===== config.mk =====
export PLATFORM = sky130hd
export DESIGN_NAME = rv_multicycle_ctrl
export DESIGN_NICKNAME = d
export VERILOG_FILES = /design/src/rtl/rv_ctrl_pkg.sv /design/src/rtl/rv_opcode_class.sv /design/src/rtl/rv_multicycle_ctrl.sv
export SDC_FILE = /design/constraint.sdc
export NUM_CORES = 1
export LEC_CHECK = 0
export BUFFER_PORTS_ARGS = -buffer_cell sky130_fd_sc_hd__clkbuf_2
export CORE_UTILIZATION = 41
export CTS_CLUSTER_SIZE = 10
export DETAILED_ROUTE_END_ITERATION = 10
export PLACE_DENSITY = 0.83
export RECOVER_POWER = 25
export SYNTH_ARGS = -nofsm -noshare
export SYNTH_HDL_FRONTEND = slang
export SYNTH_HIERARCHICAL = 1
export SYNTH_SLANG_ARGS = --single-unit

===== constraint.sdc =====
create_clock -name clk -period 3 [get_ports clk]
set_clock_uncertainty 0.2 [all_clocks]
set_input_delay 0.6 -clock clk [delete_from_list [all_inputs] [get_ports clk]]
set_output_delay 0.6 -clock clk [all_outputs]
set_load 0.03 [all_outputs]

===== src/rtl/rv_ctrl_pkg.sv =====
// ----------------------------------------------------------------------------
// rv_ctrl_pkg
//
// Shared definitions for the multi-cycle RISC-V control sequencer:
//   - state_t     : sequencer state encoding
//   - op_class_t  : decoded opcode class
//   - OP_*        : 7-bit major opcodes understood by the core
//   - ALUOP_*     : 3-bit ALU op classes consumed by the ALU control block
//   - PC_SRC_*    : next-PC mux selects
//   - SRCA_* / SRCB_* : ALU operand mux selects
//   - exec_next() : state that follows EXEC for a given opcode class
// ----------------------------------------------------------------------------
package rv_ctrl_pkg;

    typedef enum logic [3:0] {
        ST_IDLE   = 4'd0,
        ST_FETCH  = 4'd1,
        ST_DECODE = 4'd2,
        ST_EXEC   = 4'd3,
        ST_MEM_RD = 4'd4,
        ST_MEM_WR = 4'd5,
        ST_WB_ALU = 4'd6,
        ST_WB_MEM = 4'd7,
        ST_BRANCH = 4'd8,
        ST_JUMP   = 4'd9,
        ST_HALT   = 4'd10
    } state_t;

    typedef enum logic [3:0] {
        CLS_R       = 4'd0,
        CLS_I       = 4'd1,
        CLS_LOAD    = 4'd2,
        CLS_STORE   = 4'd3,
        CLS_BRANCH  = 4'd4,
        CLS_JAL     = 4'd5,
        CLS_LUI     = 4'd6,
        CLS_SYSTEM  = 4'd7,
        CLS_ILLEGAL = 4'd8
    } op_class_t;

    // Major opcodes
    localparam logic [6:0] OP_R      = 7'b0110011;
    localparam logic [6:0] OP_I      = 7'b0010011;
    localparam logic [6:0] OP_LOAD   = 7'b0000011;
    localparam logic [6:0] OP_STORE  = 7'b0100011;
    localparam logic [6:0] OP_BRANCH = 7'b1100011;
    localparam logic [6:0] OP_JAL    = 7'b1101111;
    localparam logic [6:0] OP_LUI    = 7'b0110111;
    localparam logic [6:0] OP_SYSTEM = 7'b1110011;

    // ALU op classes
    localparam logic [2:0] ALUOP_R      = 3'b000;
    localparam logic [2:0] ALUOP_I      = 3'b001;
    localparam logic [2:0] ALUOP_ADD    = 3'b010;
    localparam logic [2:0] ALUOP_STORE  = 3'b011;
    localparam logic [2:0] ALUOP_BRANCH = 3'b100;
    localparam logic [2:0] ALUOP_JUMP   = 3'b101;
    localparam logic [2:0] ALUOP_LUI    = 3'b110;
    localparam logic [2:0] ALUOP_SYSTEM = 3'b111;

    // Next-PC select
    localparam logic [1:0] PC_SRC_PC4    = 2'd0;
    localparam logic [1:0] PC_SRC_BRANCH = 2'd1;
    localparam logic [1:0] PC_SRC_JUMP   = 2'd2;

    // ALU operand selects
    localparam logic       SRCA_PC   = 1'b0;
    localparam logic       SRCA_RS1  = 1'b1;
    localparam logic [1:0] SRCB_RS2  = 2'd0;
    localparam logic [1:0] SRCB_FOUR = 2'd1;
    localparam logic [1:0] SRCB_IMM  = 2'd2;

    // Loads and stores continue to the memory port; every other EXEC
    // class writes the ALU result back.
    function automatic state_t exec_next(input op_class_t cls);
        state_t nxt;
        case (cls)
            CLS_LOAD:  nxt = ST_MEM_RD;
            CLS_STORE: nxt = ST_MEM_WR;
            default:   nxt = ST_WB_ALU;
        endcase
        return nxt;
    endfunction

endpackage


===== src/rtl/rv_opcode_class.sv =====
// ----------------------------------------------------------------------------
// rv_opcode_class
//
// Pure combinational opcode decoder. Maps the instruction-register opcode
// field onto an opcode class, the ALU op class used in EXEC, and a legal flag.
//
// Ports:
//   i_opcode  in  7   opcode field of the instruction register
//   o_class   out     decoded op_class_t (CLS_ILLEGAL for unknown opcodes)
//   o_alu_op  out 3   ALU op class for this opcode
//   o_legal   out 1   opcode is one the core implements
// ----------------------------------------------------------------------------
module rv_opcode_class
    import rv_ctrl_pkg::*;
(
    input  logic [6:0] i_opcode,
    output op_class_t  o_class,
    output logic [2:0] o_alu_op,
    output logic       o_legal
);

    always_comb begin
        o_class  = CLS_ILLEGAL;
        o_alu_op = ALUOP_R;
        o_legal  = 1'b1;
        case (i_opcode)
            OP_R: begin
                o_class  = CLS_R;
                o_alu_op = ALUOP_R;
            end
            OP_I: begin
                o_class  = CLS_I;
                o_alu_op = ALUOP_I;
            end
            OP_LOAD: begin
                o_class  = CLS_LOAD;
                o_alu_op = ALUOP_ADD;
            end
            OP_STORE: begin
                o_class  = CLS_STORE;
                o_alu_op = ALUOP_STORE;
            end
            OP_BRANCH: begin
                o_class  = CLS_BRANCH;
                o_alu_op = ALUOP_BRANCH;
            end
            OP_JAL: begin
                o_class  = CLS_JAL;
                o_alu_op = ALUOP_JUMP;
            end
            OP_LUI: begin
                o_class  = CLS_LUI;
                o_alu_op = ALUOP_LUI;
            end
            OP_SYSTEM: begin
                o_class  = CLS_SYSTEM;
                o_alu_op = ALUOP_SYSTEM;
            end
            default: begin
                o_class  = CLS_ILLEGAL;
                o_alu_op = ALUOP_R;
                o_legal  = 1'b0;
            end
        endcase
    end

endmodule


===== src/rtl/rv_multicycle_ctrl.sv =====
// ----------------------------------------------------------------------------
// rv_multicycle_ctrl
//
// Multi-cycle control sequencer. Steps a shared datapath (one ALU, one
// unified memory port) through FETCH, DECODE, EXEC, MEM and WB states and
// drives the per-state datapath enables. ecall/ebreak halt the core until
// reset.
//
// Memory handshake: mem_req is held high for as long as the sequencer needs
// the memory port; a transfer completes in any cycle where mem_req and
// mem_ready are both high. mem_ready is ignored while mem_req is low, and a
// request in flight is simply dropped by reset.
//
// Optional feature (macro RV_MC_PERF_EN): retired-instruction and memory
// stall counters. When the macro is undefined both counter ports are
// constant 0 and no counter flops are built.
//
// Ports:
//   clk, rst_n       clock, synchronous active-low reset
//   opcode     in 7  instruction-register opcode (stable from DECODE on)
//   br_cond    in 1  ALU branch-condition result, used in BRANCH
//   mem_ready  in 1  memory completes the current request
//   mem_req, mem_we, iord            memory request controls
//   ir_write, pc_write, pc_src       instruction register / PC controls
//   alu_src_a, alu_src_b, alu_op     ALU operand selects and op class
//   reg_write, mem_to_reg            register-file writeback controls
//   halted     out 1 sticky halt indication
//   illegal    out 1 one-cycle pulse in DECODE on an undefined opcode
//   instret    out CNT_W retired-instruction count
//   stall_cyc  out CNT_W memory wait-cycle count
// ----------------------------------------------------------------------------
module rv_multicycle_ctrl
    import rv_ctrl_pkg::*;
#(
    parameter int CNT_W = 32
) (
    input  logic             clk,
    input  logic             rst_n,
    input  logic [6:0]       opcode,
    input  logic             br_cond,
    input  logic             mem_ready,
    output logic             mem_req,
    output logic             mem_we,
    output logic             iord,
    output logic             ir_write,
    output logic             pc_write,
    output logic [1:0]       pc_src,
    output logic             alu_src_a,
    output logic [1:0]       alu_src_b,
    output logic [2:0]       alu_op,
    output logic             reg_write,
    output logic             mem_to_reg,
    output logic             halted,
    output logic             illegal,
    output logic [CNT_W-1:0] instret,
    output logic [CNT_W-1:0] stall_cyc
);

    state_t     r_state;
    state_t     w_next;
    op_class_t  w_class;
    logic [2:0] w_alu_op;
    logic       w_legal;

    rv_opcode_class u_opcode_class (
        .i_opcode (opcode),
        .o_class  (w_class),
        .o_alu_op (w_alu_op),
        .o_legal  (w_legal)
    );

    // ------------------------------------------------------------------
    // State register
    // ------------------------------------------------------------------
    always_ff @(posedge clk) begin
        if (!rst_n) begin
            r_state <= ST_IDLE;
        end else begin
            r_state <= w_next;
        end
    end

    // ------------------------------------------------------------------
    // Next state and datapath controls
    // ------------------------------------------------------------------
    always_comb begin
        w_next     = r_state;
        mem_req    = 1'b0;
        mem_we     = 1'b0;
        iord       = 1'b0;
        ir_write   = 1'b0;
        pc_write   = 1'b0;
        pc_src     = PC_SRC_PC4;
        alu_src_a  = SRCA_PC;
        alu_src_b  = SRCB_RS2;
        alu_op     = ALUOP_R;
        reg_write  = 1'b0;
        mem_to_reg = 1'b0;
        halted     = 1'b0;
        illegal    = 1'b0;

        case (r_state)
            ST_IDLE: begin
                w_next = ST_FETCH;
            end

            // Instruction read from PC while the ALU forms PC+4.
            ST_FETCH: begin
                mem_req   = 1'b1;
                iord      = 1'b0;
                alu_src_a = SRCA_PC;
                alu_src_b = SRCB_FOUR;
                alu_op    = ALUOP_ADD;
                if (mem_ready) begin
                    ir_write = 1'b1;
                    pc_write = 1'b1;
                    pc_src   = PC_SRC_PC4;
                    w_next   = ST_DECODE;
                end
            end

            // The ALU precomputes PC+imm so BRANCH can use it as target.
            ST_DECODE: begin
                alu_src_a = SRCA_PC;
                alu_src_b = SRCB_IMM;
                alu_op    = ALUOP_BRANCH;
                if (!w_legal) begin
                    illegal = 1'b1;
                    w_next  = ST_FETCH;
                end else begin
                    case (w_class)
                        CLS_R, CLS_I, CLS_LOAD, CLS_STORE, CLS_LUI:
                                    w_next = ST_EXEC;
                        CLS_BRANCH: w_next = ST_BRANCH;
                        CLS_JAL:    w_next = ST_JUMP;
                        CLS_SYSTEM: w_next = ST_HALT;
                        default:    w_next = ST_FETCH;
                    endcase
                end
            end

            ST_EXEC: begin
                alu_src_a = SRCA_RS1;
                alu_src_b = (w_class == CLS_R) ? SRCB_RS2 : SRCB_IMM;
                alu_op    = w_alu_op;
                w_next    = exec_next(w_class);
            end

            ST_MEM_RD: begin
                mem_req = 1'b1;
                iord    = 1'b1;
                if (mem_ready) begin
                    w_next = ST_WB_MEM;
                end
            end

            ST_MEM_WR: begin
                mem_req = 1'b1;
                mem_we  = 1'b1;
                iord    = 1'b1;
                if (mem_ready) begin
                    w_next = ST_FETCH;
                end
            end

            ST_WB_ALU: begin
                reg_write  = 1'b1;
                mem_to_reg = 1'b0;
                w_next     = ST_FETCH;
            end

            ST_WB_MEM: begin
                reg_write  = 1'b1;
                mem_to_reg = 1'b1;
                w_next     = ST_FETCH;
            end

            // Compare rs1/rs2; the PC only moves when the condition holds.
            ST_BRANCH: begin
                alu_src_a = SRCA_RS1;
                alu_src_b = SRCB_RS2;
                alu_op    = ALUOP_BRANCH;
                pc_src    = PC_SRC_BRANCH;
                pc_write  = br_cond;
                w_next    = ST_FETCH;
            end

            // rd <- PC+4 (already in the PC from FETCH) while PC <- target.
            ST_JUMP: begin
                pc_src     = PC_SRC_JUMP;
                pc_write   = 1'b1;
                reg_write  = 1'b1;
                mem_to_reg = 1'b0;
                w_next     = ST_FETCH;
            end

            ST_HALT: begin
                halted = 1'b1;
                w_next = ST_HALT;
            end

            default: begin
                w_next = ST_IDLE;
            end
        endcase
    end

    // ------------------------------------------------------------------
    // Performance counters
    // ------------------------------------------------------------------
`ifdef RV_MC_PERF_EN
    logic [CNT_W-1:0] r_instret;
    logic [CNT_W-1:0] r_stall_cyc;
    logic             w_retire;
    logic             w_stall;

    // Retirement happens on the last cycle of each instruction; a system
    // instruction retires as the sequencer enters HALT.
    always_comb begin
        w_retire = 1'b0;
        case (r_state)
            ST_WB_ALU, ST_WB_MEM, ST_BRANCH, ST_JUMP: w_retire = 1'b1;
            ST_MEM_WR: w_retire = mem_ready;
            ST_DECODE: w_retire = w_legal && (w_class == CLS_SYSTEM);
            default:   w_retire = 1'b0;
        endcase
    end

    assign w_stall = mem_req && !mem_ready;

    always_ff @(posedge clk) begin
        if (!rst_n) begin
            r_instret   <= '0;
            r_stall_cyc <= '0;
        end else begin
            if (w_retire) begin
                r_instret <= r_instret + CNT_W'(1);
            end
            if (w_stall) begin
                r_stall_cyc <= r_stall_cyc + CNT_W'(1);
            end
        end
    end

    assign instret   = r_instret;
    assign stall_cyc = r_stall_cyc;
`else
    assign instret   = '0;
    assign stall_cyc = '0;
`endif

endmodule


==> results.sh <==
export IMPL_status="finished, final reports clean"
export IMPL_top_register="r_state"
export IMPL_syn_avg_cell_area_um2=7.02
export IMPL_initial_core_util_pct=43.7
export IMPL_remaining_drc_errors=0
export IMPL_ys_ff_latch=4
export IMPL_nets=220
export IMPL_ys_seq_area_share_pct=6.59
export IMPL_critPathMaxStageDelay_ns=0.38
export IMPL_slowest_stage="or3_4"
export IMPL_clock_sinks=4
export IMPL_n_antenna_cell=0
export IMPL_synth_edf_count=0
export IMPL_wirelength_um=2160
export IMPL_fmax_mhz=334
export IMPL_yosysTopAreaCell="buf_4"
export IMPL_synth_xor_area_share_pct=0
export IMPL_synth_top_family_by_area="buffers and inverters"
export IMPL_worstPathRequired_ns=2.20
export IMPL_grt_busiest_layer="met2"
export IMPL_regToRegSetupSlack_ns=1.32
export IMPL_synthDistinctLibCells=43
export IMPL_async_reset_ff_share_pct=0
export IMPL_fin_crit_ns=3.00
export IMPL_numCtsBuffers=3
export IMPL_rows=19
export IMPL_overflow=0
export IMPL_fin_crit_sh_pct=99.8
export IMPL_cts_tree="done"
export IMPL_synth_warnings=6
export IMPL_dp_hpwl_um=1710
export IMPL_clk_latency_ns=0.23
export IMPL_worstPathMaxFanout=7
export IMPL_wire_per_inst_um=9.23
export IMPL_viasPerCell=4.54
export IMPL_synth_flop_cell="dfxtp_1"
export IMPL_grtUsageMet2_pct=21.7
export IMPL_grt_pass1_vias=775
export IMPL_drt_iter0_markers=54
export IMPL_grt_util_met3_pct=1.15
export IMPL_syn_inst=173
export IMPL_maxSlewViolCount=0
export IMPL_grt_pass1_wl_um=3360
export IMPL_tightest_slew_ns=0.631
export IMPL_cap_violations=0
export IMPL_grt_max_degree=20
export IMPL_vias=1063
export IMPL_reg_top3="r_state (4)"
export IMPL_worstPathCellList="buf_8, or3_4, a311oi_2, inv_1, ha_2, a311oi_4, clkbuf_8"
export IMPL_rsz0062_at_grt="yes"
export IMPL_hold_violations=0
export IMPL_synth_top_area_share_pct=40.8
export IMPL_synth_area_um2=1210
export IMPL_worst_hold_path_type="input pin to register"
export IMPL_ant_nets=0
export IMPL_drtPass1Iterations=4
export IMPL_die_area_um2=3180
export IMPL_yosys_area_share_simple_pct=26.9
export IMPL_synth_fa_ha_area_share_pct=4.12
export IMPL_clk_pin_slew_ns=0.04
export IMPL_cts_hold_buf=0
export IMPL_htreeDepth=1
export IMPL_grt_util_met1_pct=16.6
export IMPL_core_area_um2=2780
export IMPL_drive_gt1_share_pct=22.2
export IMPL_synth_compound_area_share_pct=17.6
export IMPL_slew_headroom_pct=57.8
export IMPL_synthTopCellsByArea="buf_4 41%, dfxtp_1 6.6%, nor2_1 5.9%"
export IMPL_grt_use_total_pct=12.7
export IMPL_post_cts_buffers=0
export IMPL_crit_arrival_ns=2.20
export IMPL_ctsRootBufferMaster="clkbuf_4"
export IMPL_chipWidth_um=56.4
export IMPL_setup_viol=0
export IMPL_antenna_found_initial=0
export IMPL_cts_buffer_depth=2
export IMPL_pin_count=92
export IMPL_power_density_nw_per_um2=324
export IMPL_cp_start_kind="input pin"
export IMPL_path_class="input pin to output pin"
export IMPL_power_w=0.000402
export IMPL_die_y_um=56.4
export IMPL_place_gp_congestion=0.793
export IMPL_synth_mux_area_share_pct=0
export IMPL_p_leak_nw=0.662
export IMPL_endpoint_kind="output pin"
export IMPL_io_buffers=27
export IMPL_area_growth_pct=2.06
export IMPL_fillers=282
export IMPL_largest_reg_flops=4
export IMPL_ir_worst_vdd_uv=211
export IMPL_fin_setup_tns_ns=0
-- layout by cell type (no fill, tap or decap), types with 2 or more instances in the layout --
cell type / n
ha_1: 3
a31oi_1: 2
clkbuf_2: 22
inv_1: 3
buf_4: 8
nor3_1: 5
a211oi_1: 2
clkbuf_1: 2
nor2_1: 19
o21ai_0: 2
nand2_1: 5
clkbuf_4: 3
a21oi_1: 5
and3_1: 4
nand2b_1: 6
a22oi_1: 2
dfxtp_1: 4
nand3_1: 5
nor2b_1: 5
o211ai_1: 2
o21ai_1: 3
conb_1: 64
-- metrics by stage --
step / hold WS (ns) / cell area, µm² / setup slack, ns / instances / util [%]
global placement: 0.537 / 1180 / -0.0204 / 231 / 42.4
finish: 0.436 / 1240 / 0.00500 / 234 / 44.6
floorplan: 0.349 / 1480 / 0.0100 / 236 / -
detailed placement: 0.543 / 1180 / -0.0508 / 231 / 42.4
CTS: 0.426 / 1220 / 0.0280 / 234 / 43.7
global route: 0.435 / 1240 / -0.0863 / 234 / 44.6
-- layer usage --
layer / part of all wire, % / wire, µm
met5: 0 / 0
met4: 0 / 0
met3: 7.8 / 169
met2: 50 / 1090
met1: 42 / 903
-- cells in the mapped netlist, types with 2 or more instances --
cell type / instances
a31oi_1: 2
nor2_1: 19
dfxtp_1: 4
a311oi_1: 3
nand3_1: 5
nor2b_1: 6
buf_4: 66
nand2b_1: 6
buf_2: 2
a211oi_1: 2
nand2_1: 5
o21ai_1: 3
a21oi_1: 5
o211ai_1: 2
ha_1: 4
inv_1: 3
and3_1: 4
o21ai_0: 2
nor3_1: 5
a22oi_1: 2
-- kinds of logic after synthesis --
family	Yosys count
buffers and inverters	74
and+or+nand+nor	60
AOI/OAI and AO/OA	30
adders and majority gates	4
DFF	4
other	1
-- final timing paths --
path	from	endpoint	cells after the start
hold reg to reg	r_state[2]	r_state[0]	2
hold / removal	rst_n	r_state[3]	2
setup reg to reg	r_state[3]	r_state[1]	4
setup / recovery	opcode[2]	alu_src_b[1]	7
-- final cells by class --
cell class                 instances  area (µm²)  area share [%]
multi-input combinational        158         870            70.1
inverter                           3        11.3           0.908
sequential                         4        80.1            6.46
timing repair buffer              35         218            17.6
clock buffer                       3        22.5            1.82
tap                               31        38.8            3.13
-- critical path, delay by kind of cell --
| kind | cells | cell delay, ns |
|---|---|---|
| buf+inv | 3 | 0.41 |
| fa+ha+maj | 1 | 0.20 |
| simple gates | 1 | 0.38 |
| compound gates | 2 | 0.60 |
-- timing repair --
action | CTS | global route
setup endpoints to repair | 1 | 1
gates resized for setup | 4 | 9
gates cloned | 0 | 0
pin swaps | 1 | 4
-- report_power, final --
part	switching (W)	internal [W]
sequential	0.0000137	0.0000581
combinational	0.000203	0.0000610
clock	0.0000216	0.0000447
Note: power is estimated with default switching activity, not from simulation.
